`config.mk`:
```
export PLATFORM = sky130hd
export DESIGN_NAME = ram_input_seq
export DESIGN_NICKNAME = d
export VERILOG_FILES = /design/src/rtl/ram_input_seq.sv
export SDC_FILE = /design/constraint.sdc
export NUM_CORES = 1
export LEC_CHECK = 0
export ABC_AREA = 0
export CORE_UTILIZATION = 57
export DETAILED_ROUTE_END_ITERATION = 6
export PLACE_DENSITY_LB_ADDON = 0.3
export SYNTH_ARGS = -nofsm -noshare
export SYNTH_HDL_FRONTEND = slang
export SYNTH_SLANG_ARGS = --single-unit
```
`constraint.sdc`:
```
create_clock -name clk -period 4.2 [get_ports clk]
set_input_delay 0.42 -clock clk [delete_from_list [all_inputs] [get_ports clk]]
set_output_delay 0.42 -clock clk [all_outputs]
set_load 0.05 [all_outputs]
```
`src/rtl/ram_input_seq.sv`:
```
// ram_input_seq
// Upstream control stage for a small lab RAM. It turns two raw push-buttons
// and a switch bank into clean single-cycle RAM write cycles and a timed
// read-back scan that walks every address.
//
// Ports:
//   clk          system clock, rising edge
//   rst_n        asynchronous active-low reset
//   btn_write    raw asynchronous write button
//   btn_scan     raw asynchronous scan button
//   sw           switch data, captured as the write word
//   address      RAM address (write pointer, or scan pointer while scanning)
//   write_enable RAM write strobe, one cycle per accepted write
//   din          RAM write data, holds the last captured switch value
//   busy         high whenever the sequencer is not idle
//   scan_active  high while the read-back scan runs
module ram_input_seq #(
    parameter int ADDR_W          = 2,
    parameter int DATA_W          = 3,
    parameter int DEBOUNCE_CYCLES = 4,
    parameter int SCAN_PERIOD     = 8
) (
    input  logic              clk,
    input  logic              rst_n,
    input  logic              btn_write,
    input  logic              btn_scan,
    input  logic [DATA_W-1:0] sw,
    output logic [ADDR_W-1:0] address,
    output logic              write_enable,
    output logic [DATA_W-1:0] din,
    output logic              busy,
    output logic              scan_active
);

    // Counters are at least one bit wide so a period of 1 stays legal.
    localparam int CNT_W = (DEBOUNCE_CYCLES > 1) ? $clog2(DEBOUNCE_CYCLES) : 1;
    localparam int TMR_W = (SCAN_PERIOD > 1) ? $clog2(SCAN_PERIOD) : 1;

    localparam logic [CNT_W-1:0]  CNT_LAST = CNT_W'(DEBOUNCE_CYCLES - 1);
    localparam logic [TMR_W-1:0]  TMR_LAST = TMR_W'(SCAN_PERIOD - 1);
    localparam logic [ADDR_W-1:0] PTR_LAST = '1;

    localparam logic [1:0] ST_IDLE  = 2'd0;
    localparam logic [1:0] ST_WRITE = 2'd1;
    localparam logic [1:0] ST_SCAN  = 2'd2;

    // Bit 0 = write button, bit 1 = scan button.
    logic [1:0] btn_raw;
    logic [1:0] btn_pulse;

    assign btn_raw = {btn_scan, btn_write};

    // ------------------------------------------------------------------
    // Per-button front end: 2-flop synchroniser, counting debouncer and
    // rising-edge detector producing a single-cycle press pulse.
    // ------------------------------------------------------------------
    genvar gi;
    generate
        for (gi = 0; gi < 2; gi++) begin : g_btn
            logic             sync1_reg;
            logic             sync2_reg;
            logic             deb_reg;
            logic             deb_d_reg;
            logic [CNT_W-1:0] cnt_reg;

            always_ff @(posedge clk or negedge rst_n) begin
                if (!rst_n) begin
                    sync1_reg <= 1'b0;
                    sync2_reg <= 1'b0;
                    deb_reg   <= 1'b0;
                    deb_d_reg <= 1'b0;
                    cnt_reg   <= '0;
                end else begin
                    sync1_reg <= btn_raw[gi];
                    sync2_reg <= sync1_reg;
                    deb_d_reg <= deb_reg;
                    // Any sample agreeing with the accepted level restarts
                    // the count, so only an unbroken run of differing
                    // samples can flip the debounced level.
                    if (sync2_reg == deb_reg) begin
                        cnt_reg <= '0;
                    end else if (cnt_reg == CNT_LAST) begin
                        deb_reg <= sync2_reg;
                        cnt_reg <= '0;
                    end else begin
                        cnt_reg <= cnt_reg + 1'b1;
                    end
                end
            end

            // Press edge only; releases produce nothing.
            assign btn_pulse[gi] = deb_reg & ~deb_d_reg;
        end
    endgenerate

    logic write_pulse;
    logic scan_pulse;

    assign write_pulse = btn_pulse[0];
    assign scan_pulse  = btn_pulse[1];

    // ------------------------------------------------------------------
    // Sequencer
    // ------------------------------------------------------------------
    logic [1:0]        state_reg,    state_next;
    logic [ADDR_W-1:0] wr_ptr_reg,   wr_ptr_next;
    logic [ADDR_W-1:0] scan_ptr_reg, scan_ptr_next;
    logic [TMR_W-1:0]  timer_reg,    timer_next;
    logic [DATA_W-1:0] din_reg,      din_next;
    logic [ADDR_W-1:0] address_reg,  address_next;
    logic              we_reg,       we_next;
    logic              busy_reg,     busy_next;
    logic              scan_act_reg, scan_act_next;

    always_comb begin
        state_next    = state_reg;
        wr_ptr_next   = wr_ptr_reg;
        scan_ptr_next = scan_ptr_reg;
        timer_next    = timer_reg;
        din_next      = din_reg;

        case (state_reg)
            ST_IDLE: begin
                // Write has priority; a simultaneous scan press is lost.
                if (write_pulse) begin
                    din_next   = sw;
                    state_next = ST_WRITE;
                end else if (scan_pulse) begin
                    scan_ptr_next = '0;
                    timer_next    = '0;
                    state_next    = ST_SCAN;
                end
            end
            ST_WRITE: begin
                wr_ptr_next = wr_ptr_reg + 1'b1;
                state_next  = ST_IDLE;
            end
            ST_SCAN: begin
                if (timer_reg == TMR_LAST) begin
                    timer_next    = '0;
                    scan_ptr_next = scan_ptr_reg + 1'b1;
                    if (scan_ptr_reg == PTR_LAST) begin
                        state_next = ST_IDLE;
                    end
                end else begin
                    timer_next = timer_reg + 1'b1;
                end
            end
            default: begin
                state_next = ST_IDLE;
            end
        endcase

        // Outputs are registered from the next state so that address,
        // strobe and status flags all change on the same edge.
        address_next  = (state_next == ST_SCAN) ? scan_ptr_next : wr_ptr_next;
        we_next       = (state_next == ST_WRITE);
        busy_next     = (state_next != ST_IDLE);
        scan_act_next = (state_next == ST_SCAN);
    end

    always_ff @(posedge clk or negedge rst_n) begin
        if (!rst_n) begin
            state_reg    <= ST_IDLE;
            wr_ptr_reg   <= '0;
            scan_ptr_reg <= '0;
            timer_reg    <= '0;
            din_reg      <= '0;
            address_reg  <= '0;
            we_reg       <= 1'b0;
            busy_reg     <= 1'b0;
            scan_act_reg <= 1'b0;
        end else begin
            state_reg    <= state_next;
            wr_ptr_reg   <= wr_ptr_next;
            scan_ptr_reg <= scan_ptr_next;
            timer_reg    <= timer_next;
            din_reg      <= din_next;
            address_reg  <= address_next;
            we_reg       <= we_next;
            busy_reg     <= busy_next;
            scan_act_reg <= scan_act_next;
        end
    end

    assign address      = address_reg;
    assign write_enable = we_reg;
    assign din          = din_reg;
    assign busy         = busy_reg;
    assign scan_active  = scan_act_reg;

endmodule
```
==> qor.csv, run 1 <==
metric;value;unit
cts_hold_buf;0;
drv_cap;0;
relSlewSlack;66.7;%
dp_cells;131;
stdcell_count;139;
power_density;860;nW/um2
design_area;1460;um2
required;3.78;ns
cts_buffers;5;
rows;16;
run_status;finished, final reports clean;
cts_setup_buffers;0;
utilization;73.8;%
synth-seq-cells;29;
vias;737;
cts_root_buffer;clkbuf_4;
reg2reg_to;address[1];
critPathBufInv;1;
syn-cell-area;1210;um2
path_class;reg2out;
grt_pass1_wl;2940;um
drtAntennaViolNets;0;
power.leakage;0.660;nW
fp.dieW;48.0;um
synthToLayoutAreaGrowth;21.1;%
portBuffers;14;
synth_edf_count;0;
htreeDepth;2;
synth-main-ff-cell;dfrtp_1;
fp.dieH;48.0;um
cp_data_arrival_time;1.49;ns
cpPeakStageDelay;0.81;ns
hold_class;reg2reg;
peakVddDrop;0.000477;V
hp-start;g_btn[0].sync1_reg;
dieArea;2310;um2
cts_tree;done;
final_cell_mix;dfrtp_1 (29), clkdlybuf4s50_1 (14), ha_1 (6);
pin_count;15;
yosysUniqueCellTypes;28;
dpl_cell_area;1370;um2
first_iter_violations;6;
crit_fanout;2;
core_area;1980;um2
clock_latency;0.32;ns
dp_hpwl;1330;um
r2r-start;timer_reg[0];
finClkSkew;0.0102;ns
end_kind;primary output;
largest_reg_flops;4;
setup_viol;0;
reg2reg_depth;5;
drv_slew;0;
cts_max_path_buffers;2;
n_antenna_cell;0;
hold_viol;0;
fmax;523;MHz
period_needed;1.91;ns
grt.total_usage;20.4;%
grt_max_degree;30;
start_util;60.9;%
wl;1870;um
fin_crit_sh;45.5;%
mostFrequentLayoutCell;dfrtp_1;
yosysWarnings;0;
drive_above_1_share;16.1;%
worst_pin_slew;0.497;ns
grt_pass1_vias;720;
path_cells;clkdlybuf4s50_1;
regToRegSetupSlack;2.55;ns
hold_depth;0;
power;0.00126;W
rsz0062_at_grt;false;
cts.sinks;29;
place.gp.congestion;0.751;
n_fill_cell;135;
num-nets-final;124;
first_pass_iters;4;
grt-ovfl-total;0;
cpMaxStageDelayCell;clkdlybuf4s50_1;
synth_fp_nets;104;
tns;0;ns
wl_per_cell;13.5;um
path_delay_family;buffers and inverters;
min_to;g_btn[0].sync2_reg;
clk_pin_slew_worst_paths;0.09;ns
drc;0;
synth_cells;91;
startpoint_type;flip-flop;
synthArstFlopShare;100;%
ys_seq_area_share;60.1;%
synth.avg_cell_area;13.3;um2
via_per_inst;5.30;
grt_antenna_before_repair;0;
cts_resized;0;
==> cells by family after synthesis <==
logic type	count (synthesis)	share of synthesized area [%]
AOI/OAI and AO/OA	12	7.15
DFF	29	60.1
adders and majority gates	6	6.22
buffers and inverters	7	2.80
and+or+nand+nor	26	14.7
muxes	5	4.66
xor gates and xnor gates	6	4.35
==> layer usage <==
| layer | GRT usage (%) | vias to the layer above | wire [um] | share of wire (%) |
|---|---|---|---|---|
| li1 | - | 350 | - | - |
| met4 | 11.7 | 0 | 32 | 1.7 |
| met1 | 22.7 | 364 | 821 | 44 |
| met5 | 0 | - | 0 | 0 |
| met3 | 7.92 | 5 | 78 | 4.2 |
| met2 | 33.2 | 18 | 937 | 50 |
==> cells in the mapped netlist (3+ instances only) <==
cell	number	area share, %
dfrtp_1	29	60
ha_1	6	6.2
nand2b_1	5	2.6
inv_1	5	1.6
nand2_1	3	0.93
nor3_1	3	1.2
xor2_1	4	2.9
nor2b_1	3	1.6
mux2_2	5	4.7
nor2_1	4	1.2
==> power breakdown <==
part	total (W)	switching (W)	internal, W
combinational	0.000528	0.000304	0.000224
clock	0.000236	0.0000943	0.000141
sequential	0.000494	0.0000964	0.000398
total	0.00126	0.000495	0.000763
==> stage by stage <==
stage               worst slack [ns]  hold WS [ns]
floorplan                       2.71         0.124
global placement                2.65         0.333
detailed placement              2.61         0.340
CTS                             2.26         0.368
global route                    2.24         0.374
finish                          2.29         0.364
==> worst max path at each step <==
| stage | from | end | slack, ns | cells after the start |
|---|---|---|---|---|
| after floorplan | timer_reg[0] | address[1] | 2.71 | 5 |
| after global placement | timer_reg[0] | address[1] | 2.65 | 5 |
| after detailed placement | timer_reg[0] | address[1] | 2.61 | 5 |
| after CTS | din[1] | din[1] | 2.26 | 1 |
| after global routing | din[1] | din[1] | 2.24 | 1 |
| final | din[1] | din[1] | 2.29 | 1 |
==> final cells by class <==
class | instances | area (um2) | area share, %
clock buffers | 6 | 51.3 | 3.51
clock inverters | 2 | 37.5 | 2.57
inverters | 5 | 18.8 | 1.28
multi-input cells | 55 | 448 | 30.6
flip-flops and latches | 29 | 726 | 49.6
well taps | 27 | 33.8 | 2.31
repair buffers | 15 | 148 | 10.1
Note: power is estimated with default switching activity, not from simulation.
==> inputs of run 2 (changes only) <==
--- a/config.mk
+++ b/config.mk
@@ -6,7 +6,7 @@
 export NUM_CORES = 1
 export LEC_CHECK = 0
 export ABC_AREA = 0
-export CORE_UTILIZATION = 57
+export CORE_UTILIZATION = 53
 export DETAILED_ROUTE_END_ITERATION = 6
 export PLACE_DENSITY_LB_ADDON = 0.3
 export SYNTH_ARGS = -nofsm -noshare
==> constraint.sdc (replaced) <==
create_clock -name clk -period 1.85 [get_ports clk]
set_input_delay 0.185 -clock clk [delete_from_list [all_inputs] [get_ports clk]]
set_output_delay 0.185 -clock clk [all_outputs]
set_load 0.05 [all_outputs]
==> run 2 against run 1 <==
Wire length decreased by 8.0%. Clock skew is 0.0047 ns lower. Worst setup slack worse by 2.1 ns. Register-to-register slack worse by 2.3 ns. Die area rose by 7.2%. First-iteration DRC count increased by 17%. Sequential share of layout area is 0.64 points higher.
==> qor.csv, run 2 (synthesis gave the netlist of run 1 again) <==
metric;value;unit;change
crit_start;din[2];;
fp.dieW;49.7;um;+3.6%
drv_cap;0;;unchanged
start_util;59.1;%;-1.8 points
crit_fanout;2;;unchanged
power_density;1880;nW/um2;+120%
n_fill_cell;157;;+16%
fmax;598;MHz;
cts_tree;done;;
grt_max_degree;30;;unchanged
grt.total_usage;18.7;%;-1.7 points
clock_latency;0.32;ns;about the same
largest_reg_flops;4;;unchanged
core_area;2040;um2;+3.0%
r2r-start;timer_reg[0];;
fp.dieH;49.7;um;+3.6%
finClkSkew;0.00557;ns;-0.00468 ns
synthToLayoutAreaGrowth;19.6;%;
grt_pass1_vias;756;;+5.0%
htreeDepth;2;;unchanged
mostFrequentLayoutCell;dfrtp_1;;
portBuffers;14;;unchanged
run_status;finished, final reports clean;;
rows;16;;unchanged
hold_viol;0;;unchanged
wl;1720;um;-8.0%
clk_pin_slew_worst_paths;0.08;ns;about the same
n_antenna_cell;0;;unchanged
dp_hpwl;1200;um;-9.8%
drtAntennaViolNets;0;;unchanged
final_cell_mix;dfrtp_1 (29), clkdlybuf4s50_1 (14), ha_1 (6);;
setup_viol;0;;unchanged
regToRegSetupSlack;0.24;ns;-2.31 ns
cts_hold_buf;0;;unchanged
drv_slew;0;;unchanged
grt_pass1_wl;3240;um;+10%
required;1.66;ns;-2.12 ns
grt-ovfl-total;0;;unchanged
first_iter_violations;7;;+1
wl_per_cell;12.4;um;-8.0%
pin_count;15;;unchanged
cts_buffers;5;;unchanged
power.leakage;0.657;nW;-0.48%
dpl_cell_area;1370;um2;unchanged
path_delay_family;buffers and inverters;;
cpPeakStageDelay;0.80;ns;about the same
peakVddDrop;0.00146;V;+210%
drc;0;;unchanged
cts_max_path_buffers;2;;unchanged
cts.sinks;29;;unchanged
register_area;726;um2;unchanged
cts_resized;0;;unchanged
fin_crit_sh;90.4;%;
drive_above_1_share;16.1;%;unchanged
num-nets-final;124;;unchanged
tns;0;ns;unchanged
via_per_inst;5.22;;-1.5%
startpoint_type;flip-flop;;
cts_setup_buffers;0;;unchanged
rsz0062_at_grt;false;;
critPathBufInv;1;;unchanged
period_needed;1.67;ns;
place.gp.congestion;0.763;;+1.5%
end_kind;primary output;;
dieArea;2470;um2;+7.2%
multi_input_area;448;um2;unchanged
first_pass_iters;4;;unchanged
path_class;reg2out;;
hold_class;in2async;;
design_area;1440;um2;-1.3%
cts_root_buffer;clkbuf_4;;
vias;726;;-1.5%
grt_antenna_before_repair;0;;unchanged
worst_pin_slew;0.506;ns;+0.00862 ns
relSlewSlack;66.3;%;-0.47 points
path_cells;clkdlybuf4s50_1;;
cpMaxStageDelayCell;clkdlybuf4s50_1;;
cp_data_arrival_time;1.49;ns;about the same
[run 2: cell types whose count changed in the layout (fill, tap and decap cells not counted), sizes merged]
| cell | delta |
|---|---|
| clkbuf | +1 |
| clkinv | +1 |
| clkinvlp | -1 |
| bufinv | -1 |
[run 2: path summary, 6_finish.rpt]
| check | end | cells past startpoint |
|---|---|---|
| worst min register to register | g_btn[1].sync2_reg | 0 |
| worst min-delay path | g_btn[1].cnt_reg[0] | 2 |
| max in group asynchronous | busy | 2 |
| worst max-delay path | din[2] | 1 |
| worst max register to register | address[1] | 5 |
| min in group clk | g_btn[0].sync1_reg | 1 |
[run 2: area by class of cell]
| cell class | count | area share [%] |
|---|---|---|
| multi-input cells | 55 | 31.0 |
| well taps | 27 | 2.34 |
| flip-flops and latches | 29 | 50.3 |
| clock buffers | 7 | 4.51 |
| clock inverters | 1 | 0.347 |
| inverters | 5 | 1.30 |
| repair buffers | 15 | 10.2 |
[run 2: where the power goes]
group | leakage [nW] | switching, W | internal (W) | total [W]
clock network | 0.0413 | 0.000200 | 0.000220 | 0.000420
logic | 0.260 | 0.000671 | 0.000504 | 0.00118
registers | 0.356 | 0.000215 | 0.000903 | 0.00112
total | 0.657 | 0.00109 | 0.00163 | 0.00271
[run 2: metal layers]
| metal | part of all wire [%] | GRT usage [%] |
|---|---|---|
| met1 | 45 | 21.7 |
| met4 | 3.1 | 11.4 |
| met3 | 5.6 | 7.41 |
| met2 | 46 | 28.8 |
| met5 | 0 | 0 |
[run 2: per-stage QoR]
step	setup slack (ns)	instances	hold slack [ns]	total power (W)	utilization, %
after floorplan	0.361	91	-0.111	0.00200	-
after global placement	0.311	131	0.336	0.00227	67.3
after detailed placement	0.260	131	0.340	0.00232	67.3
after CTS	0.146	139	0.223	0.00275	70.7
after global routing	0.118	139	0.270	0.00293	70.7
final	0.178	139	0.228	0.00271	70.7
